**config.mk**
```make
export PLATFORM = sky130hd
export DESIGN_NAME = rt_timestamp
export DESIGN_NICKNAME = d
export VERILOG_FILES = /design/src/rtl/rt_timestamp_pkg.sv /design/src/rtl/rt_period_stats.sv /design/src/rtl/rt_timestamp.sv
export SDC_FILE = /design/constraint.sdc
export NUM_CORES = 1
export LEC_CHECK = 0
export CAP_MARGIN = 10
export CORE_ASPECT_RATIO = 1.4
export CORE_UTILIZATION = 40
export CTS_CLUSTER_SIZE = 24
export DETAILED_ROUTE_END_ITERATION = 6
export PLACE_DENSITY = 0.64
export SLEW_MARGIN = 20
export SYNTH_ARGS = -nofsm -noshare
export SYNTH_HDL_FRONTEND = slang
export SYNTH_SLANG_ARGS = --single-unit
```
**constraint.sdc**
```tcl
create_clock -name sysclk -period 3.1 [get_ports sysclk]
set_clock_uncertainty 0.15 [all_clocks]
set_input_delay 0.62 -clock sysclk [delete_from_list [all_inputs] [get_ports sysclk]]
set_output_delay 0.62 -clock sysclk [all_outputs]
set_load 0.05 [all_outputs]
```
**src/rtl/rt_timestamp_pkg.sv**
```systemverilog
// rt_timestamp_pkg: register map constants, FSM states and address decode for the real-time timestamp block
package rt_timestamp_pkg;
   localparam logic [3:0] ADDR_MAIN    = 4'h0;
   localparam logic [3:0] REG_PROMSTAT = 4'h8;
   localparam logic [3:0] REG_PROMRES  = 4'h9;
   localparam logic [3:0] REG_IPADDR   = 4'hA;
   localparam logic [3:0] REG_ETHSTAT  = 4'hB;
   localparam logic [3:0] REG_TSMIN_DEF = 4'hC;
   localparam logic [3:0] REG_TSMAX_DEF = 4'hD;
   localparam logic [3:0] REG_TSNUM_DEF = 4'hE;
   typedef enum logic {WAIT_FIRST, RUN} ts_state_t;
   function automatic logic hits_reg(input logic [15:0] addr, input logic [3:0] off);
      return addr[15:12] == ADDR_MAIN && addr[7:4] == 4'h0 && addr[3:0] == off;
   endfunction
endpackage

```
**src/rtl/rt_period_stats.sv**
```systemverilog
// rt_period_stats: running min/max of measured periods and a wrapping 16-bit sample count
module rt_period_stats #(
   parameter int CNT_W = 32
) (
   input  logic             sysclk,
   input  logic             reset_n,
   input  logic [CNT_W-1:0] sample,
   input  logic             sample_en,
   input  logic             clear,
   output logic [CNT_W-1:0] min,
   output logic [CNT_W-1:0] max,
   output logic [15:0]      num
);
   always_ff @(posedge sysclk or negedge reset_n)
      if (!reset_n) begin
         min <= '1;
         max <= '0;
         num <= '0;
      end else if (clear) begin
         min <= '1;
         max <= '0;
         num <= '0;
      end else if (sample_en) begin
         if (sample < min) min <= sample;
         if (sample > max) max <= sample;
         num <= num + 16'd1;
      end
endmodule

```
**src/rtl/rt_timestamp.sv**
```systemverilog
// rt_timestamp: measures sysclk ticks between real-time block read requests and exposes period statistics
module rt_timestamp
   import rt_timestamp_pkg::*;
#(
   parameter int         CNT_W     = 32,
   parameter logic [3:0] REG_TSMIN = REG_TSMIN_DEF,
   parameter logic [3:0] REG_TSMAX = REG_TSMAX_DEF,
   parameter logic [3:0] REG_TSNUM = REG_TSNUM_DEF
) (
   input  logic             sysclk,
   input  logic             reset_n,
   input  logic             req_blk_rt_rd,
   input  logic [15:0]      reg_raddr,
   input  logic [15:0]      reg_waddr,
   input  logic             reg_wen,
   output logic [CNT_W-1:0] timestamp,
   output logic [31:0]      reg_rdata,
   output logic             ts_valid
);
   ts_state_t state;
   logic [CNT_W-1:0] cnt, st_min, st_max;
   logic [15:0] st_num;
   logic req_q, armed, req_edge, clear;
   // armed stays low until the request is seen low, so a level held across reset release is not an edge
   assign req_edge = req_blk_rt_rd & ~req_q & armed;
   assign clear = reg_wen & hits_reg(reg_waddr, REG_TSNUM);
   always_ff @(posedge sysclk or negedge reset_n)
      if (!reset_n) begin
         state     <= WAIT_FIRST;
         cnt       <= '0;
         timestamp <= '0;
         ts_valid  <= 1'b0;
         req_q     <= 1'b0;
         armed     <= 1'b0;
      end else begin
         req_q <= req_blk_rt_rd;
         armed <= armed | ~req_blk_rt_rd;
         if (state == WAIT_FIRST) begin
            if (req_edge) begin
               state <= RUN;
               cnt   <= CNT_W'(1);
            end
         end else if (req_edge) begin
            timestamp <= cnt;
            ts_valid  <= 1'b1;
            cnt       <= CNT_W'(1);
         end else if (cnt != '1) begin
            cnt <= cnt + CNT_W'(1);
         end
      end
   rt_period_stats #(.CNT_W(CNT_W)) u_stats (
      .sysclk   (sysclk),
      .reset_n  (reset_n),
      .sample   (cnt),
      .sample_en(req_edge && state == RUN),
      .clear    (clear),
      .min      (st_min),
      .max      (st_max),
      .num      (st_num)
   );
   always_comb
      reg_rdata = hits_reg(reg_raddr, REG_TSMIN) ? 32'(st_min) :
                  hits_reg(reg_raddr, REG_TSMAX) ? 32'(st_max) :
                  hits_reg(reg_raddr, REG_TSNUM) ? {15'd0, ts_valid, st_num} : 32'd0;
endmodule
```
# After elaboration in Yosys (flattened, before gate mapping)
# Cells that the tools add are included.
[word_totals] ff_bits=148 latch_bits=0 ram_bits=0 romBits=0 input_bits=36 output_inout_bits=65 n_memories=0
[op_classes] add_sub_neg=2 mul=0 n_div=0 magnitude_cmp=2 eq_ne=5 shifts=0 n_mux=17 bitwise=6 n_reduce_logical=20
[ops] cell="$mux W32" n=12
[ops] cell="$add A32 B1 Y32 const B" n=1
[ops] cell="$gt A32 B32 Y1" n=1
[ops] cell="$lt A32 B32 Y1" n=1
[ops] cell="$mux W16" n=2
[ops] cell="$ne A32 B32 Y1 const B" n=1
[ops] cell="$mux W17" n=1
[ops] cell="$add A16 B1 Y16 const B" n=1
[ops] cell="$eq A4 B4 Y1 const B" n=4
[ops] cell="$logic_not A4 Y1" n=4
[ops] cell="$reduce_bool A2 Y1" n=5
[ops] cell="$reduce_and A2 Y1" n=4
[ops] cell="$logic_and A1 B1 Y1" n=7
[ops] cell="$and A1 B1 Y1" n=3
[ops] cell="$mux W1" n=2
[ops] cell="$not A1 Y1" n=2
[ops] cell="$or A1 B1 Y1" n=1

# Longest topological paths before layout
# Gate-level depths: netlist (run 1).
[depth] ltp_word=6 ltp_mapped=9 depth_no_buf=8

# Hierarchy
# A second synthesis (run 1) with hierarchy kept.
[hier_totals] hier_cells=970 area_unflattened_um2=8926.1
[by_module_without_submodules] mod="rt_period_stats" instances=1 cells_per_inst=576 area_each_um2=5148.7
[by_module_without_submodules] mod="rt_timestamp" instances=1 cells_per_inst=394 area_each_um2=3777.4

# Least setup slack after synthesis (run 1)
# No wires, ideal clock.
[synth_timing] path_type="input to output" start="in reg_raddr[5]" end="out reg_rdata[21]" arrival_time_ns=2.500 required_ns=2.330 path_slack_ns=-0.170 path_stages=6 path_buffers=2 path_cell_list="nor4_1 -> nand4_1 -> or2_2 -> clkbuf_1 -> clkbuf_1 -> nor2_1"
[synth_via] elab_chain_len=5 word_cells_on_any_way=6 cone_classes="mux (2); reduce/logical (4)"
[synth_rtl] element="start: declaration" line_no="rt_timestamp.sv:13" source="input logic [15:0] reg_raddr,"
[synth_rtl] element="$logic_not A4 Y1 (*)" line_no="rt_timestamp_pkg.sv:13" source="return addr[15:12] == ADDR_MAIN && addr[7:4] == 4'h0 && addr[3:0] == off;"
[synth_rtl] element="$logic_and A1 B1 Y1 (*)" line_no="rt_timestamp_pkg.sv:13"
[synth_rtl] element="$logic_and A1 B1 Y1" line_no="rt_timestamp_pkg.sv:13"
[synth_rtl] element="$mux W32" line_no="rt_timestamp.sv:63" source="hits_reg(reg_raddr, REG_TSMAX) ? 32'(st_max) :"
[synth_rtl] element="$mux W32 (*)" line_no="rt_timestamp.sv:62" source="reg_rdata = hits_reg(reg_raddr, REG_TSMIN) ? 32'(st_min) :"
[synth_rtl] element="end: declaration" line_no="rt_timestamp.sv:17" source="output logic [31:0] reg_rdata,"
# Every way passes the cells marked *; elsewhere a longest branch is shown, timed or not.

# Worst setup path after layout (run 1)
[layout_timing] start="in reg_raddr[13]" end="out reg_rdata[31]"
# Same word-level chain as after synthesis.

==> results of run 1 <==
worst max-delay path: cells and delay by family:
kind	cells	cell delay, ps
and+or+nand+nor	4	820
buffers and inverters	3	710
worst paths after layout:
kind                       slack, ps              end  cells past startpoint       startpoint
setup / recovery                 120    reg_rdata[31]                      7    reg_raddr[13]
hold / removal                   320     timestamp[6]                      2     timestamp[6]
setup reg to reg                 220  u_stats.min[24]                      9  u_stats.min[17]
hold reg to reg                  320     timestamp[6]                      2     timestamp[6]
max in group asynchronous       1490  u_stats.min[19]                      3          reset_n
min in group asynchronous        530   u_stats.max[3]                      2          reset_n
metal layers:
| metal | wire length [um] | vias to the layer above |
|---|---|---|
| li1 | - | 3732 |
| met1 | 9710 | 3705 |
| met2 | 12400 | 159 |
| met3 | 791 | 44 |
| met4 | 844 | 0 |
| met5 | 0 | - |
flip-flops by register name (all words and copies together), names as in the netlist:
signal	cells
cnt	32
req_q	1
u_stats.max	32
timestamp	32
state	1
u_stats.num	16
u_stats.min	32
armed	1
ts_valid	1
metrics by stage:
step                TNS [ps]  instance area [sq um]
finish                     0                  11700
global route               0                  11700
CTS                     -220                  11500
detailed placement     -86.0                  10900
global placement           0                  10900
floorplan              -1700                   9050
Yosys cell counts (all sizes together), types with 8 or more instances:
master  instances
nor4           12
and3           11
xnor2          12
buf            18
dfstp          32
nand2         201
nor2          156
a21oi          48
inv            71
dfrtp         116
o31ai           8
ha             65
o21ai          41
xor2           12
mux2i          92
nand3          15
clkbuf         36
nand4          20
cell type report:
type	instances	area, sq um	area share
multi-input combinational	774	4940	0.423
sequential	148	3740	0.321
timing repair buffer	140	1700	0.146
clock buffer	23	468	0.0401
tap	297	372	0.0319
inverter	71	267	0.0228
clock inverter	9	178	0.0152
what timing repair did:
item                                    4_1_cts  5_1_grt
hold buffers                                  1        0
pin swaps                                     0        8
resized for setup                             1       32
hold endpoints to repair                     30        0
endpoints found under the setup margin       15       15
layout by cell type (no fill, tap or decap), drive strengths merged, types with 8 or more instances in the layout:
master         instances
clkbuf                23
buf                   81
a21oi                 48
nand4                 20
o21ai                 41
and3                  11
dfstp                 32
inv                   71
dfrtp                116
ha                    65
xor2                  12
nand2                201
nor4                  12
nand3                 15
o31ai                  8
xnor2                 12
mux2i                 92
nor2                 156
clkdlybuf4s50         57
cells by family (layout without fill, tap and decap cells):
kind of cell    after synthesis  in the layout
flops                       148            148
buf+inv                     125            243
fa+ha+maj                    65             65
compound gates              130            130
mux                          92             92
xor+xnor                     24             24
simple gates                463            463
power groups by stage:
stage | registers [uW] | clock network (uW) | logic, uW
after floorplan | 2320 | 0 | 881
after global placement | 2270 | 0 | 1550
after detailed placement | 2280 | 0 | 1580
after CTS | 2250 | 2350 | 1600
after global routing | 2280 | 2430 | 1710
final | 2250 | 2310 | 1580
==> summary.md, run 1 <==
| Metric | Value |
|---|---|
| Run status | `finished clean` |
| Slew Limit Headroom | `0.506` |
| Main combinational cell family by area after synthesis | `simple AND/OR/NAND/NOR gates` |
| Root buf cell | `clkbuf_16` |
| Rows | `64` |
| Setup Viol. Count Final | `0` |
| Synth Area in Simple Gates | `0.229` |
| GRT overflow | `0` |
| Synth area leader | `dfrtp_1` |
| Hold Slack | `321 ps` |
| Placed cells | `1429` |
| Initial antenna violation count | `0` |
| CTS tree | `done` |
| Post-synthesis instance area | `9050 sq um` |
| Mapped Cells | `1047` |
| Initial Utilization | `0.411` |
| Vias in the first global route | `7821` |
| Nets@finish | `1253` |
| Routed vias/inst | `5.23` |
| Adder-Cell Fraction of Synth Area | `0.0899` |
| Highest-delay cell along the critical path | `clkdlybuf4s50_1` |
| Crit-path max FO | `15` |
| I/O pin count | `101` |
| Seq/Total Area, Yosys | `0.414` |
| Detail Route Antenna Nets | `0` |
| CTS max path bufs | `2` |
| Final worst slack | `122 ps` |
| Layout cells sized above 1 | `0.150` |
| Largest net degree at the start of global routing | `75` |
| DRC viols | `0` |
| Clk slew on worst S/H paths | `60 ps` |
| Syn avg cell area | `8.64 sq um` |
| Synthesized Nets | `1148` |
| Part of the power in combinational logic | `0.257` |
| #FFs+latches synth | `148` |
| Hold WC Path Type | `register to register` |
| DIE AREA | `23200 sq um` |
| Yosys cell types | `63` |
| Final std cells w/o fill | `1462` |
| CP startpoint kind | `input pin` |
| Critical Path End Type | `output port` |
| Number of synthesized flops with an enable pin | `0` |
| First-pass GRT wire length | `39700 um` |
| Max-Cap Viols | `0` |
| Peak VDD IR | `0.390 mV` |
| Pre-CTS setup slack | `-41.7 ps` |
| Net Sw Frac | `0.308` |
| Post-synth ARST share | `1.00` |
| Post-Synth XOR/XNOR Area | `0.0232` |
| Die Width | `129 um` |
| Fin crit share | `0.961` |
| Total power | `6140 uW` |
| Top FF cell, synth | `dfrtp_1` |
| Met3 track demand over resource | `0.0336` |
| Leak | `0.00498 uW` |
| WL/cell | `16.2 um` |
| CP Cell Sequence | `clkdlybuf4s50_1 > nor4_1 > nand4_1 > or2_4 > buf_12 > nor2_4 > buf_12` |
| Core area | `22000 sq um` |
| Clk pwr share | `0.376` |
| GRT Util Overall | `0.219` |
| Final Hold Fails | `0` |
| Clk Latency, worst-skew pair | `430 ps` |
| Power Density | `526 nW/um^2` |
| Routability cong. | `0.819` |
| Die Ht | `180 um` |
| Post-CTS Setup Repair Bufs | `0` |
| Final min period | `2980 ps` |
| Initial DRT Pass Iterations | `4` |
| Buffers on Ports | `92` |
| Yosys Warn Count | `0` |
| Clock sinks | `148` |
| DPL Wire Length | `16800 um` |
| Final wirelength | `23700 um` |
| P&R area growth vs syn | `28.9%` |
| Worst path arrival time | `2210 ps` |
| Switching Power | `1890 uW` |
| Core Util, Final | `0.530` |
| Synth Area in Compound Gates | `0.0864` |
| RSZ-0062 raised after global routing | `false` |
| Crit-path most repeated cell | `buf_12` |
| Crit-path max cell delay | `400 ps` |
| Layout fillers | `2002` |
| DRT iter0 DRCs | `331` |
| Setup CP Type | `input pin to output port` |
| H-tree Lvls | `4` |
| Internal power | `4250 uW` |
| Fin. max-slew vios | `0` |
| ANT cells | `0` |
| Least-Margin Pin Slew | `732 ps` |
| Mux contribution to synthesized area | `0.102` |
| DR vias | `7640` |
| Met2 Usage GRT | `0.390` |
| Post-synth top area share | `0.321` |
| FMAX | `0.336 GHz` |
| Synth top area cells | `dfrtp_1, mux2i_1, dfstp_2` |
| Busiest grt layer | `met2` |
| Global routing usage on met1 | `0.252` |
| Total CTS buffers | `17` |
| WP data required | `2330 ps` |
| Seq pwr share | `0.367` |
Note: power is estimated with default switching activity, not from simulation.
==> run 2, diff against run 1 <==
CORE_MARGIN = 1.5   (was unset)
HOLD_SLACK_MARGIN = 0.05   (was unset)
==> summary.md, run 2 (synthesis gave the netlist of run 1 again) <==
| Metric | Value |
|---|---|
| Run status | `finished clean (unchanged)` |
| Routability cong. | `0.823 (was 0.819)` |
| Final worst slack | `54.0 ps (was 122 ps)` |
| ANT cells | `0 (unchanged)` |
| CTS tree | `done (unchanged)` |
| Critical Path End Type | `output port (unchanged)` |
| Clk pwr share | `0.353 (was 0.376)` |
| Critical Path End | `reg_rdata[24] (was reg_rdata[31])` |
| Routed vias/inst | `5.23 (unchanged)` |
| Flip-flop and latch area | `3740 sq um (unchanged)` |
| GRT overflow | `0 (unchanged)` |
| Met2 Usage GRT | `0.385 (was 0.390)` |
| Initial antenna violation count | `0 (unchanged)` |
| Fin. max-slew vios | `0 (unchanged)` |
| Clk slew on worst S/H paths | `60 ps (about the same)` |
| Post-CTS Setup Repair Bufs | `0 (unchanged)` |
| Layout cells sized above 1 | `0.153 (was 0.150)` |
| Layout fillers | `2017 (was 2002)` |
| Clock sinks | `148 (unchanged)` |
| FF-to-FF setup slack | `80 ps (was 220 ps)` |
| Power Density | `509 nW/um^2 (was 526 nW/um^2)` |
| P&R area growth vs syn | `27.2% (was 28.9%)` |
| Leak | `0.00492 uW (was 0.00498 uW)` |
| Initial DRT Pass Iterations | `5 (was 4)` |
| Hold WC Path Type | `register to register (unchanged)` |
| Switching Power | `1920 uW (was 1890 uW)` |
| Commonest non-fill, non-tap cells in the layout | `nand2_1, nor2_1, dfrtp_1 (unchanged)` |
| Placed cells | `1429 (unchanged)` |
| FMAX | `0.328 GHz (was 0.336 GHz)` |
| GRT Util Overall | `0.212 (was 0.219)` |
| Reg-to-reg startpoint | `u_stats.min[22] (was u_stats.min[17])` |
| Die Ht | `181 um (was 180 um)` |
| Busiest grt layer | `met2 (unchanged)` |
| Core area | `22000 sq um (unchanged)` |
| Met3 track demand over resource | `0.0349 (was 0.0336)` |
| DIE AREA | `23500 sq um (was 23200 sq um)` |
| Rows | `64 (unchanged)` |
| DRC viols | `0 (unchanged)` |
| Worst Setup SP | `reg_raddr[13] (unchanged)` |
| Seq pwr share | `0.383 (was 0.367)` |
| WL/cell | `16.2 um (about the same)` |
| Die Width | `130 um (was 129 um)` |
| Slew Limit Headroom | `0.534 (was 0.506)` |
| Fin crit share | `0.983 (was 0.961)` |
| R2R cell count | `9 (unchanged)` |
| CP startpoint kind | `input pin (unchanged)` |
| RSZ-0062 raised after global routing | `true (was false)` |
| Setup Viol. Count Final | `0 (unchanged)` |
| DRT iter0 DRCs | `418 (was 331)` |
| Setup CP Type | `input pin to output port (unchanged)` |
| Final Hold Fails | `0 (unchanged)` |
| DR vias | `7640 (unchanged)` |
| Vias in the first global route | `7700 (was 7821)` |
| Least-Margin Pin Slew | `700 ps (was 732 ps)` |
| Global routing usage on met1 | `0.255 (was 0.252)` |
| WP data required | `2330 ps (about the same)` |
| Final min period | `3050 ps (was 2980 ps)` |
| Crit-path max FO | `15 (unchanged)` |
| Worst path arrival time | `2280 ps (was 2210 ps)` |
| DPL Wire Length | `17000 um (was 16800 um)` |
| Root buf cell | `clkbuf_16 (unchanged)` |
| Largest net degree at the start of global routing | `73 (was 75)` |
| Hold wc startpoint | `timestamp[4] (was timestamp[6])` |
| CTS max path bufs | `2 (unchanged)` |
| Net Sw Frac | `0.328 (was 0.308)` |
| Max-Cap Viols | `0 (unchanged)` |
| Total CTS buffers | `17 (unchanged)` |
| Peak VDD IR | `0.399 mV (was 0.390 mV)` |
| Buffers on Ports | `92 (unchanged)` |
| Part of the power in combinational logic | `0.263 (was 0.257)` |
| Most common cell after layout, fill and taps aside | `nand2_1 (unchanged)` |
| Area occupied by multi-input gates | `4860 sq um (was 4940 sq um)` |
| Initial Utilization | `0.411 (unchanged)` |
| Final std cells w/o fill | `1462 (unchanged)` |
| Nets@finish | `1253 (unchanged)` |
| Crit Reg-Reg Endpoint | `u_stats.min[0] (was u_stats.min[24])` |
| Pre-CTS setup slack | `-4.51 ps (was -41.7 ps)` |
| First-pass GRT wire length | `39500 um (was 39700 um)` |
| H-tree Lvls | `4 (unchanged)` |
| Internal power | `3940 uW (was 4250 uW)` |
| Detail Route Antenna Nets | `0 (unchanged)` |
| Clk Latency, worst-skew pair | `420 ps (was 430 ps)` |
| Final wirelength | `23700 um (about the same)` |
| I/O pin count | `101 (unchanged)` |
-- run 2: layout make-up --
class | count | share of cell area
tap | 297 | 0.0323
clock buffer | 18 | 0.0373
inverter | 71 | 0.0232
sequential | 148 | 0.325
multi-input combinational | 774 | 0.422
timing repair buffer | 140 | 0.147
clock inverter | 14 | 0.0134
-- run 2: stage by stage --
step	TNS [ps]	area (sq um)	hold slack (ps)	total power [uW]	util
2_1_floorplan	-1700	9050	174	3210	-
3_3_place_gp	-3.16	10900	310	3790	0.494
3_5_place_dp	-4.51	10900	313	3830	0.494
4_1_cts	-130	11500	329	5900	0.521
5_1_grt	-335	11500	345	6140	0.523
6_report	0	11500	324	5860	0.523
-- run 2: power by group through the flow --
stage	clock, uW	combinational, uW	sequential [uW]
2_1_floorplan	0	881	2320
3_3_place_gp	0	1520	2270
3_5_place_dp	0	1550	2280
4_1_cts	2100	1560	2250
5_1_grt	2180	1690	2270
6_report	2070	1540	2250
-- run 2: metal layers --
layer,share of wire,vias up
met5,0,-
met4,0.021,0
met3,0.040,28
met2,0.53,171
met1,0.41,3714
li1,-,3727
-- run 2: timing repair --
| action | CTS | global route |
|---|---|---|
| endpoints found under the hold margin | 39 | 0 |
| endpoints found under the setup margin | 12 | 15 |
| resized for setup | 1 | 15 |
| pin swaps | 0 | 0 |
| hold buffers | 1 | 0 |
-- run 2: how the worst min path moves through the flow --
stage	endpoint	slack [ps]	depth (start not counted)
after global routing	timestamp[3]	340	2
after detailed placement	timestamp[25]	310	2
after CTS	timestamp[4]	330	2
after floorplan	armed	170	0
final	timestamp[4]	320	2
after global placement	timestamp[3]	310	2
-- run 2: worst max-delay path: stages --
cell	delay, ps
clkdlybuf4s50_1	420
nor4_2	270
nand4_1	130
or2_2	320
buf_12	180
nor2_2	180
buf_12	160
==> run 3, diff against run 2 <==
CORE_UTILIZATION = 57   (was 40)
PLACE_DENSITY = 0.85   (was 0.64)
==> summary.md, run 3 (synthesis gave the netlist of run 1 again) <==
| Metric | Value |
|---|---|
| Run status | `finished clean (unchanged)` |
| Final min period | `3060 ps (was 3050 ps)` |
| Commonest non-fill, non-tap cells in the layout | `nand2_1, nor2_1, dfrtp_1 (unchanged)` |
| CTS tree | `done (unchanged)` |
| Setup Viol. Count Final | `0 (unchanged)` |
| Die Width | `109 um (was 130 um)` |
| Power Density | `515 nW/um^2 (was 509 nW/um^2)` |
| Internal power | `3870 uW (was 3940 uW)` |
| Initial Utilization | `0.582 (was 0.411)` |
| DIE AREA | `16700 sq um (was 23500 sq um)` |
| Part of the power in combinational logic | `0.267 (was 0.263)` |
| DPL Wire Length | `16500 um (was 17000 um)` |
| DRC viols | `0 (unchanged)` |
| Clk pwr share | `0.347 (was 0.353)` |
| Routability cong. | `0.881 (was 0.823)` |
| I/O pin count | `101 (unchanged)` |
| Seq pwr share | `0.385 (was 0.383)` |
| Most common cell after layout, fill and taps aside | `nand2_1 (unchanged)` |
| ANT cells | `0 (unchanged)` |
| Clk slew on worst S/H paths | `70 ps (was 60 ps)` |
| Nets@finish | `1246 (was 1253)` |
| Final Hold Fails | `0 (unchanged)` |
| WP data required | `2330 ps (about the same)` |
| Slew Limit Headroom | `0.526 (was 0.534)` |
| Least-Margin Pin Slew | `701 ps (was 700 ps)` |
| FMAX | `0.327 GHz (was 0.328 GHz)` |
| Die Ht | `152 um (was 181 um)` |
| Routed vias/inst | `5.95 (was 5.23)` |
| Fin. max-slew vios | `0 (unchanged)` |
| CP startpoint kind | `input pin (unchanged)` |
| WL/cell | `17.9 um (was 16.2 um)` |
| Leak | `0.00489 uW (was 0.00492 uW)` |
| P&R area growth vs syn | `25.7% (was 27.2%)` |
| DRT iter0 DRCs | `522 (was 418)` |
| Crit-path max FO | `15 (unchanged)` |
| Layout cells sized above 1 | `0.149 (was 0.153)` |
| First-pass GRT wire length | `38900 um (was 39500 um)` |
| Final wirelength | `24200 um (was 23700 um)` |
| Net Sw Frac | `0.340 (was 0.328)` |
| Initial DRT Pass Iterations | `5 (unchanged)` |
| Switching Power | `1990 uW (was 1920 uW)` |
| Root buf cell | `clkbuf_16 (unchanged)` |
| DR vias | `8057 (was 7640)` |
| Final std cells w/o fill | `1354 (was 1462)` |
| CTS max path bufs | `2 (unchanged)` |
| Core area | `15500 sq um (was 22000 sq um)` |
| Worst path arrival time | `2290 ps (was 2280 ps)` |
| Vias in the first global route | `8030 (was 7700)` |
| Initial antenna violation count | `0 (unchanged)` |
| Rows | `54 (was 64)` |
| Setup CP Type | `input pin to output port (unchanged)` |
| Clk Latency, worst-skew pair | `440 ps (was 420 ps)` |
| Clock sinks | `148 (unchanged)` |
| Max-Cap Viols | `0 (unchanged)` |
| Placed cells | `1320 (was 1429)` |
| GRT overflow | `0 (unchanged)` |
| H-tree Lvls | `4 (unchanged)` |
| Peak VDD IR | `0.305 mV (was 0.399 mV)` |
| Core Util, Final | `0.732 (was 0.523)` |
| Detail Route Antenna Nets | `0 (unchanged)` |
| Total CTS buffers | `17 (unchanged)` |
| Buffers on Ports | `92 (unchanged)` |
| Largest net degree at the start of global routing | `69 (was 73)` |
| Fin crit share | `0.987 (was 0.983)` |
| Hold WC Path Type | `register to register (unchanged)` |
| GRT Util Overall | `0.299 (was 0.212)` |
| Critical Path End Type | `output port (unchanged)` |
| RSZ-0062 raised after global routing | `true (unchanged)` |
-- run 3: cell count changes in the layout (fill, tap and decap cells not counted), moves of 2 or more --
| cell | delta |
|---|---|
| buf_12 | +2 |
| nor2_4 | +3 |
| clkinvlp_4 | -2 |
| inv_6 | +5 |
| nor2_2 | -3 |
| buf_4 | -9 |
-- run 3: cell type report --
type	count	area, sq um
Multi-Input combinational cell	774	4890
Fill cell	1066	4160
Sequential cell	148	3740
Timing Repair Buffer	133	1660
Clock buffer	17	425
Inverter	71	267
Tap cell	196	245
Clock inverter	15	145
-- run 3: stage by stage --
step           hold slack (ps)  setup TNS (ps)  total power (uW)  area (sq um)  setup slack (ps)
2_1_floorplan              174           -1700              3210          9050              -170
3_3_place_gp               312               0              3720         10700              38.9
3_5_place_dp               314           -11.7              3770         10700             -11.7
4_1_cts                    330           -21.4              5810         11300             -7.63
5_1_grt                    351            -585              6070         11400             -58.4
6_report                   324               0              5870         11400              41.0
-- run 3: power groups by stage --
stage               Combinational (uW)  Clock [uW]  Sequential, uW
finish                            1570        2040            2260
global route                      1670        2120            2270
CTS                               1520        2040            2250
detailed placement                1490           0            2290
global placement                  1440           0            2280
floorplan                          881           0            2320
-- run 3: critical path: stages --
cell and delay (ps):
clkdlybuf4s50_1 420, nor4_2 280, nand4_1 170, or2_4 270, buf_12 160, nor2_2 180
buf_12 160
-- run 3: repair_timing --
item	CTS	global route
setup endpoints to repair	6	32
resized for setup	3	19
hold endpoints to repair	41	0
pin swaps	0	2
buffers inserted	0	1
hold buffers	1	0
-- run 3: worst paths after layout --
path | slack [ps] | endpoint | depth (start not counted) | startpoint
hold / removal | 320 | timestamp[31] | 2 | timestamp[31]
hold reg to reg | 320 | timestamp[31] | 2 | timestamp[31]
min in group asynchronous | 570 | timestamp[0] | 2 | reset_n
setup / recovery | 40 | reg_rdata[27] | 7 | reg_raddr[13]
setup reg to reg | 90 | u_stats.min[5] | 9 | u_stats.min[17]
max in group asynchronous | 1450 | u_stats.min[15] | 3 | reset_n
-- run 3: per-layer routing --
layer / share of wire / global-route usage
met3: 0.050 / 0.0498
met2: 0.52 / 0.506
met1: 0.39 / 0.348
met5: 0 / 0
met4: 0.048 / 0.177
